$ cat config.mk
export PLATFORM = sky130hd
export DESIGN_NAME = mem_access_unit
export DESIGN_NICKNAME = d
export VERILOG_FILES = /design/src/rtl/mem_access_unit.sv
export SDC_FILE = /design/constraint.sdc
export NUM_CORES = 1
export LEC_CHECK = 0
export CORE_MARGIN = 3
export CORE_UTILIZATION = 41
export CTS_CLUSTER_DIAMETER = 150
export CTS_CLUSTER_SIZE = 25
export DETAILED_ROUTE_END_ITERATION = 12
export PLACE_DENSITY = 0.81
export SLEW_MARGIN = 5
export SYNTH_ARGS = -nofsm -noshare
export SYNTH_HDL_FRONTEND = slang
export SYNTH_SLANG_ARGS = --single-unit
$ cat constraint.sdc
create_clock -name clk -period 2.4 [get_ports clk]
set_input_delay 0.36 -clock clk [delete_from_list [all_inputs] [get_ports clk]]
set_output_delay 0.36 -clock clk [all_outputs]
set_load 0.01 [all_outputs]
$ cat src/rtl/mem_access_unit.sv
// MEM-stage load/store unit: drives the data-memory request/ready handshake,
// flags misaligned accesses and doubles as the MEM/WB pipeline register.
module mem_access_unit (
  input  logic        clk,
  input  logic        reset,
  input  logic        mem_valid,
  input  logic        mem_read,
  input  logic        mem_write,
  input  logic [2:0]  mem_op,
  input  logic [31:0] addr,
  input  logic [31:0] wdata,
  input  logic [4:0]  rd_in,
  input  logic        regwrite_in,
  output logic        bus_req,
  output logic        bus_we,
  output logic [31:0] bus_addr,
  output logic [3:0]  bus_be,
  output logic [31:0] bus_wdata,
  input  logic        bus_ready,
  input  logic [31:0] bus_rdata,
  output logic        stall,
  output logic        wb_valid,
  output logic [31:0] wb_rdata,
  output logic [1:0]  wb_a,
  output logic [2:0]  wb_readbe,
  output logic [4:0]  wb_rd,
  output logic        wb_regwrite,
  output logic        wb_adel,
  output logic        wb_ades
);

  typedef enum logic {IDLE = 1'b0, BUSY = 1'b1} state_t;

  state_t      state_q;
  logic        bus_req_q, bus_we_q;
  logic [31:0] bus_addr_q, bus_wdata_q;
  logic [3:0]  bus_be_q;
  logic        wb_valid_q, wb_regwrite_q, wb_adel_q, wb_ades_q;
  logic        wb_valid_d, wb_regwrite_d, wb_adel_d, wb_ades_d;
  logic [31:0] wb_rdata_q, wb_rdata_d;
  logic [1:0]  wb_a_q, wb_a_d;
  logic [2:0]  wb_readbe_q, wb_readbe_d;
  logic [4:0]  wb_rd_q, wb_rd_d;

  logic is_byte, is_half, access, misal, aligned;

  function automatic logic [3:0] store_be(input logic byte_acc, input logic half_acc,
                                          input logic [1:0] a);
    if (byte_acc)      return 4'b0001 << a;
    else if (half_acc) return a[1] ? 4'b1100 : 4'b0011;
    else               return 4'b1111;
  endfunction

  function automatic logic [31:0] store_data(input logic byte_acc, input logic half_acc,
                                             input logic [31:0] d);
    if (byte_acc)      return {4{d[7:0]}};
    else if (half_acc) return {2{d[15:0]}};
    else               return d;
  endfunction

  // Reserved op codes 101-111 fall through to word size.
  assign is_byte = (mem_op == 3'b001) || (mem_op == 3'b010);
  assign is_half = (mem_op == 3'b011) || (mem_op == 3'b100);
  assign access  = mem_valid & (mem_read | mem_write);
  assign misal   = access & ((is_half & addr[0]) |
                             (~is_byte & ~is_half & (addr[1:0] != 2'b00)));
  assign aligned = access & ~misal;
  assign stall   = ((state_q == IDLE) & aligned) | ((state_q == BUSY) & ~bus_ready);

  always_comb begin
    wb_valid_d    = mem_valid;
    wb_rdata_d    = (mem_read & aligned) ? bus_rdata : 32'h0;
    wb_a_d        = addr[1:0];
    wb_readbe_d   = (mem_valid & mem_read) ? mem_op : 3'b000;
    wb_rd_d       = rd_in;
    wb_regwrite_d = mem_valid & regwrite_in & ~misal;
    wb_adel_d     = misal & mem_read;
    wb_ades_d     = misal & mem_write;
    // A held instruction must not retire twice: feed WB a bubble while stalled.
    if (stall) begin
      wb_valid_d    = 1'b0;
      wb_regwrite_d = 1'b0;
      wb_adel_d     = 1'b0;
      wb_ades_d     = 1'b0;
    end
  end

  always_ff @(posedge clk or negedge reset) begin
    if (!reset) begin
      state_q       <= IDLE;
      bus_req_q     <= 1'b0;
      bus_we_q      <= 1'b0;
      bus_addr_q    <= 32'h0;
      bus_be_q      <= 4'h0;
      bus_wdata_q   <= 32'h0;
      wb_valid_q    <= 1'b0;
      wb_rdata_q    <= 32'h0;
      wb_a_q        <= 2'b00;
      wb_readbe_q   <= 3'b000;
      wb_rd_q       <= 5'd0;
      wb_regwrite_q <= 1'b0;
      wb_adel_q     <= 1'b0;
      wb_ades_q     <= 1'b0;
    end else begin
      wb_valid_q    <= wb_valid_d;
      wb_rdata_q    <= wb_rdata_d;
      wb_a_q        <= wb_a_d;
      wb_readbe_q   <= wb_readbe_d;
      wb_rd_q       <= wb_rd_d;
      wb_regwrite_q <= wb_regwrite_d;
      wb_adel_q     <= wb_adel_d;
      wb_ades_q     <= wb_ades_d;
      case (state_q)
        IDLE: begin
          if (aligned) begin
            bus_req_q   <= 1'b1;
            bus_we_q    <= mem_write;
            bus_addr_q  <= {addr[31:2], 2'b00};
            bus_be_q    <= mem_write ? store_be(is_byte, is_half, addr[1:0]) : 4'b0000;
            bus_wdata_q <= mem_write ? store_data(is_byte, is_half, wdata) : 32'h0;
            state_q     <= BUSY;
          end
        end
        BUSY: begin
          if (bus_ready) begin
            bus_req_q <= 1'b0;
            state_q   <= IDLE;
          end
        end
        default: state_q <= IDLE;
      endcase
    end
  end

  assign bus_req     = bus_req_q;
  assign bus_we      = bus_we_q;
  assign bus_addr    = bus_addr_q;
  assign bus_be      = bus_be_q;
  assign bus_wdata   = bus_wdata_q;
  assign wb_valid    = wb_valid_q;
  assign wb_rdata    = wb_rdata_q;
  assign wb_a        = wb_a_q;
  assign wb_readbe   = wb_readbe_q;
  assign wb_rd       = wb_rd_q;
  assign wb_regwrite = wb_regwrite_q;
  assign wb_adel     = wb_adel_q;
  assign wb_ades     = wb_ades_q;

endmodule

==> run_results.csv, run 1 <==
group,metric,value,unit
sta,finalSetupTns,0,ps
run_status,status,"finished clean",
drt,drc,0,
yosys,ys.warnings.count,0,
final_layout,fin_nets,742,
clock_network,clkSinkCount,115,
final_layout,area_growth,63.9,%
clock_network,path_clk_slew,50,ps
pwr,leakagePower,3.58,nW
yosys,synthDistinctLibCells,36,
yosys,synth.top_cells.by_area,"dfrtp_1 (59%), mux2_2 (13%), mux2i_1 (4.3%)",
clock_network,cts_inserted_buffers,17,
global_route,track_usage,22.1,%
placed_design,dp_cells,752,
setup_path,cp_cell_sequence,"clkdlybuf4s50_1 -> nor2_1 -> a31oi_2 -> a2111o_2 -> nand2_1 -> clkdlybuf4s15_1",
final_layout,stdcell_count,786,
final_layout,fin_util,69.4,%
yosys,ys_seq_area_share,58.8,%
yosys,netlist_instances,385,
floorplanning,initial_core_util,42.3,%
setup_path,worst-path-max-fanout,2,
drt,ant_nets,0,
setup_path,end_kind,"primary output",
setup_path,cpPeakStageDelay,510,ps
sta,setup_violations,0,
sta,maxSlewViolCount,0,
clock_network,root_buffer,"clkbuf_16",
floorplanning,rows,39,
yosys,synth-edff-count,0,
setup_path,crit_required,2040,ps
sta,fin_ws,114,ps
clock_network,clock_latency,410,ps
global_route,grt_max_degree,45,
floorplanning,die_x,115,µm
setup_path,crit_family,"buffers and inverters",
setup_path,cp_num_buf_inv,2,
global_route,grt_first_pass_wirelength,22300,µm
final_layout,final.fill_count,842,
floorplanning,die_h,115,µm
yosys,syn_area_per_cell,12.7,µm²
sta,rsz0062_at_grt,"false",
floorplanning,core_area,11600,µm²
pwr,ir_drop,0.591,mV
yosys,synth.most_common_cell,"dfrtp_1",
yosys,syn_area,4900,µm²
clock_network,cts_tree,"built",
flow_run,cap_violations,0,
yosys,ys.flop_type,"dfrtp_1",
floorplanning,die_area,13300,µm²
drt,wl_per_cell,18.1,µm
placed_design,place_congestion,0.875,
sta,fmax,0.438,GHz
sta,min_period,2290,ps
yosys,synth_common_cells,"dfrtp_1 (115), mux2_2 (56), and2_1 (32)",
global_route,grt-ovfl-total,0,
yosys,synth_top_area_cell,"dfrtp_1",
pwr,powerDensity,857,nW/µm²
setup_path,crit_type,"in2out",
drt,dr.first_iter.drc_count,268,
global_route,first_global_vias,4292,
final_layout,post-route-cell-area,8030,µm²
setup_path,arrival,1930,ps
clock_network,htreeDepth,4,
sta,fin_crit_sh,95.2,%
drt,via_per_inst,5.17,
clock_network,cts_buffer_depth,2,
worst_hold_path,min_path_type,"in2reg",
yosys,synth_top_area_share,58.8,%
yosys,async_reset_ff_share,100,%
final_layout,drive_above_1_share,18.5,%
placed_design,dpl_worst_slack,-315,ps
placed_design,dp_hpwl,10700,µm
final_layout,antenna_cells,0,
sta,finalHoldViolations,0,
global_route,grt_antenna_before_repair,0,
sta,clock-skew-final,6.30,ps
drt,firstDrtPassIters,5,
placed_design,postPlaceCellArea,7370,µm²
setup_path,worst_path_max_delay_cell,"a2111o_2",
drt,wirelength,14200,µm
placed_design,io_buffer_count,225,
setup_path,reg2reg_slack,660,ps
floorplanning,io_pins,228,
drt,routed-via-count,4063,
setup_path,cp-start-kind,"primary input",
yosys,synth_seq_cells,115,
==> stage by stage <==
step / power, mW / hold WS (ps)
after floorplan: 3.16 / 64.4
after global placement: 4.22 / 327
after detailed placement: 4.29 / 338
after CTS: 6.95 / 305
after global routing: 7.20 / 307
final: 6.88 / 322
==> logic make-up after synthesis <==
logic type | count (synthesis) | share of synthesized area, %
compound gates | 63 | 9.48
xor+xnor | 3 | 0.537
buf+inv | 41 | 4.55
flops | 115 | 58.8
mux | 79 | 17.6
other cells | 1 | 0.0766
simple gates | 83 | 8.94
==> layer usage <==
layer  GRT usage, %  wire length (µm)  up-vias
li1               -                 -     1852
met1           25.0              5170     1990
met2           35.7              7080      200
met3           10.2              1660       21
met4           9.94               326        0
met5              0                 0        -
==> layout by cell type, fill, tap and decap left out, types with 12 or more instances in the layout <==
master / netlist / routed
mux2i_1: 21 / 21
and2_1: 32 / 32
clkbuf_16: 0 / 17
o21ai_0: 15 / 15
dfrtp_1: 115 / 115
nand2_1: 25 / 25
mux2_2: 56 / 56
inv_1: 14 / 14
buf_4: 4 / 26
nor2_1: 13 / 12
clkdlybuf4s50_1: 0 / 220
==> worst paths after layout <==
check                                          start                   endpoint  cells after the start
setup / recovery                             addr[1]                      stall                      6
hold / removal                               addr[0]          wb_a[0]$_DFF_PN0_                      1
setup reg to reg                   state_q$_DFF_PN0_    bus_addr[4]$_DFFE_PN0P_                      4
hold reg to reg            bus_wdata[26]$_DFFE_PN0P_  bus_wdata[26]$_DFFE_PN0P_                      1
max in group asynchronous                      reset     wb_readbe[0]$_DFF_PN0_                      3
min in group asynchronous                      reset    bus_addr[5]$_DFFE_PN0P_                      2
==> final cells by class <==
type,instances,area [µm²],area share [%]
Clock buffer,22,464,5.78
Clock inverter,9,154,1.92
Inverter,14,52.6,0.655
Multi-Input combinational cell,230,1810,22.6
Sequential cell,115,2880,35.9
Tap cell,143,179,2.23
Timing Repair Buffer,253,2490,31.0
==> worst reg2reg max path: stages, from the launching register on <==
cell      delay (ps)
dfrtp_1          440
a2111o_2         440
buf_4            160
buf_4            240
mux2_1           350
==> where the power goes <==
| part | internal [mW] | switching (mW) | leakage (nW) |
|---|---|---|---|
| sequential | 2.29 | 0.178 | 1.47 |
| clock | 1.78 | 0.853 | 0.296 |
| combinational | 1.08 | 0.691 | 1.82 |
| total | 5.16 | 1.72 | 3.58 |
==> registers in the layout, summed over array words and instances (netlist names), 2 cells and up <==
signal / cells
bus_wdata: 32
wb_rdata: 32
bus_addr: 30
wb_rd: 5
bus_be: 4
wb_readbe: 3
wb_a: 2
==> timing repair <==
action                                  CTS  global route
hold endpoints to repair                 30             0
resized for setup                         7             1
hold buffers                              1             0
buffers inserted                          1             1
endpoints found under the setup margin    1             1
pin swaps                                 1             1
Note: power is estimated with default switching activity, not from simulation.
==> run 2, diff against run 1 <==
Settings changed: CTS_CLUSTER_DIAMETER 150 to 100.
==> results of run 2 <==
The final DEF is identical to that of run 1; final timing and power are the same.
==> run 3, diff against run 2 <==
Settings changed: GPL_TIMING_DRIVEN from default to 0.
==> run 3 against run 2 <==
Compared with the run above:
- clock power shrank 7%
- core utilization down 0.94 points
- worst setup slack better by 1.1 ps
- critical endpoint unchanged
- hold slack got worse by 36 ps
- fmax about the same
==> run_results.csv, run 3 (same netlist as run 1, synthesis figures left out) <==
group,metric,value,unit
worst_hold_path,min_path_type,"in2reg",
final_layout,antenna_cells,0,
global_route,grt-ovfl-total,0,
sta,finalHoldViolations,0,
drt,wirelength,14500,µm
sta,setup_violations,0,
sta,clock-skew-final,6.39,ps
sta,worst_pin_slew,882,ps
setup_path,end_kind,"primary output",
global_route,grt_first_pass_wirelength,22000,µm
pwr,seqPwrFrac,37.0,%
sta,fin_crit_sh,95.2,%
drt,via_per_inst,5.13,
pwr,p_clk_share,36.7,%
clock_network,cts_inserted_buffers,17,
setup_path,crit_required,2040,ps
floorplanning,io_pins,228,
pwr,p_total,6.68,mW
floorplanning,die_x,115,µm
clock_network,cts_tree,"built",
clock_network,cts_buffer_depth,2,
flow_run,cap_violations,0,
clock_network,post_cts_buffers,0,
drt,ant_nets,0,
sta,fin_ws,115,ps
placed_design,place_congestion,0.896,
setup_path,worst_path_max_delay_cell,"clkdlybuf4s50_1",
placed_design,dp_hpwl,11100,µm
sta,slew_headroom,40.8,%
setup_path,crit_type,"in2out",
clock_network,clkSinkCount,115,
setup_path,rr_endpoint,"bus_wdata[20]$_DFFE_PN0P_",
final_layout,drive_above_1_share,16.9,%
clock_network,htreeDepth,4,
drt,drc,0,
setup_path,arrival,1920,ps
global_route,grt_antenna_before_repair,0,
clock_network,clock_latency,420,ps
global_route,first_global_vias,4261,
run_status,status,"finished clean",
final_layout,post-route-cell-area,7920,µm²
setup_path,r2r_cells,4,
worst_hold_path,hp-start,"addr[0]",
floorplanning,core_area,11600,µm²
sta,rsz0062_at_grt,"false",
placed_design,postPlaceCellArea,7330,µm²
setup_path,cpPeakStageDelay,510,ps
clock_network,root_buffer,"clkbuf_16",
setup_path,crit_family,"buffers and inverters",
clock_network,path_clk_slew,50,ps
floorplanning,die_h,115,µm
drt,wl_per_cell,18.6,µm
sta,fmax,0.438,GHz
setup_path,cp_num_buf_inv,3,
setup_path,cp-endpoint,"stall",
final_layout,final_common_cell,"clkdlybuf4s50_1",
final_layout,final_cell_mix,"clkdlybuf4s50_1 (217), dfrtp_1 (115), mux2_2 (56)",
drt,dr.first_iter.drc_count,257,
final_layout,area_growth,61.7,%
global_route,track_usage,22.1,%
placed_design,io_buffer_count,222,
sta,finalSetupTns,0,ps
setup_path,crit_path_start,"mem_read",
floorplanning,die_area,13300,µm²
global_route,grt_max_degree,92,
drt,firstDrtPassIters,4,
setup_path,worst-path-max-fanout,24,
floorplanning,rows,39,
setup_path,cp-start-kind,"primary input",
setup_path,rr_startpoint,"state_q$_DFF_PN0_",
setup_path,worst-path-stages,6,
sta,min_period,2280,ps
pwr,swShare,25.8,%
pwr,comb_power_share,26.4,%
pwr,ir_drop,0.517,mV
pwr,switching_power,1.72,mW
final_layout,fin_nets,738,
setup_path,reg2reg_slack,740,ps
pwr,intPower,4.95,mW
placed_design,dpl_worst_slack,-906,ps
pwr,leakagePower,3.50,nW
drt,routed-via-count,4015,
sta,maxSlewViolCount,0,
floorplanning,initial_core_util,42.3,%
setup_path,cp_cell_sequence,"clkdlybuf4s50_1 -> nor2_1 -> a2111o_1 -> buf_6 -> nand2_1 -> clkdlybuf4s15_2",
pwr,powerDensity,843,nW/µm²
==> run 3: per-stage QoR <==
step / instances / hold slack [ps] / util (%)
4_1_cts: 782 / 259 / 68.5
3_5_place_dp: 752 / 237 / 63.4
6_report: 782 / 285 / 68.5
5_1_grt: 782 / 265 / 68.5
3_3_place_gp: 751 / 476 / 63.1
2_1_floorplan: 386 / 64.4 / -
==> run 3: power by group through the flow <==
stage / Combinational [mW] / Sequential, mW / Clock (mW)
2_1_floorplan: 0.507 / 2.65 / 0
3_3_place_gp: 1.73 / 2.48 / 0
3_5_place_dp: 1.78 / 2.50 / 0
4_1_cts: 1.79 / 2.47 / 2.49
5_1_grt: 1.88 / 2.51 / 2.58
6_report: 1.76 / 2.47 / 2.45
==> run 3: layout make-up <==
type                       count  area (µm²)
tap                          143         179
fill                         850        3650
sequential                   115        2880
timing repair buffer         224        2260
inverter                      14        52.6
buffer                        25         155
clock inverter                10         106
multi-input combinational    230        1820
clock buffer                  21         470
==> run 3: how the worst min path moves through the flow <==
| stage | depth (start not counted) | slack (ps) | endpoint |
|---|---|---|---|
| after detailed placement | 1 | 240 | bus_addr[18]$_DFFE_PN0P_ |
| after global routing | 1 | 260 | wb_a[0]$_DFF_PN0_ |
| final | 1 | 290 | wb_a[0]$_DFF_PN0_ |
| after CTS | 1 | 260 | wb_a[0]$_DFF_PN0_ |
| after floorplan | 0 | 60 | bus_addr[10]$_DFFE_PN0P_ |
| after global placement | 2 | 480 | bus_req$_DFFE_PN0P_ |
==> run 3: what timing repair did <==
item / in CTS / in global routing
resized for setup: 18 / 0
hold buffers: 1 / 0
hold endpoints to repair: 24 / 0
endpoints found under the setup margin: 1 / 0
==> run 3: routing by layer <==
layer | part of all wire (%) | global-route usage (%) | vias to the layer above
met5 | 0 | 0 | -
met4 | 1.4 | 7.59 | 0
met3 | 11 | 9.74 | 19
met2 | 50 | 36.6 | 196
met1 | 38 | 25.6 | 1962
li1 | - | - | 1838
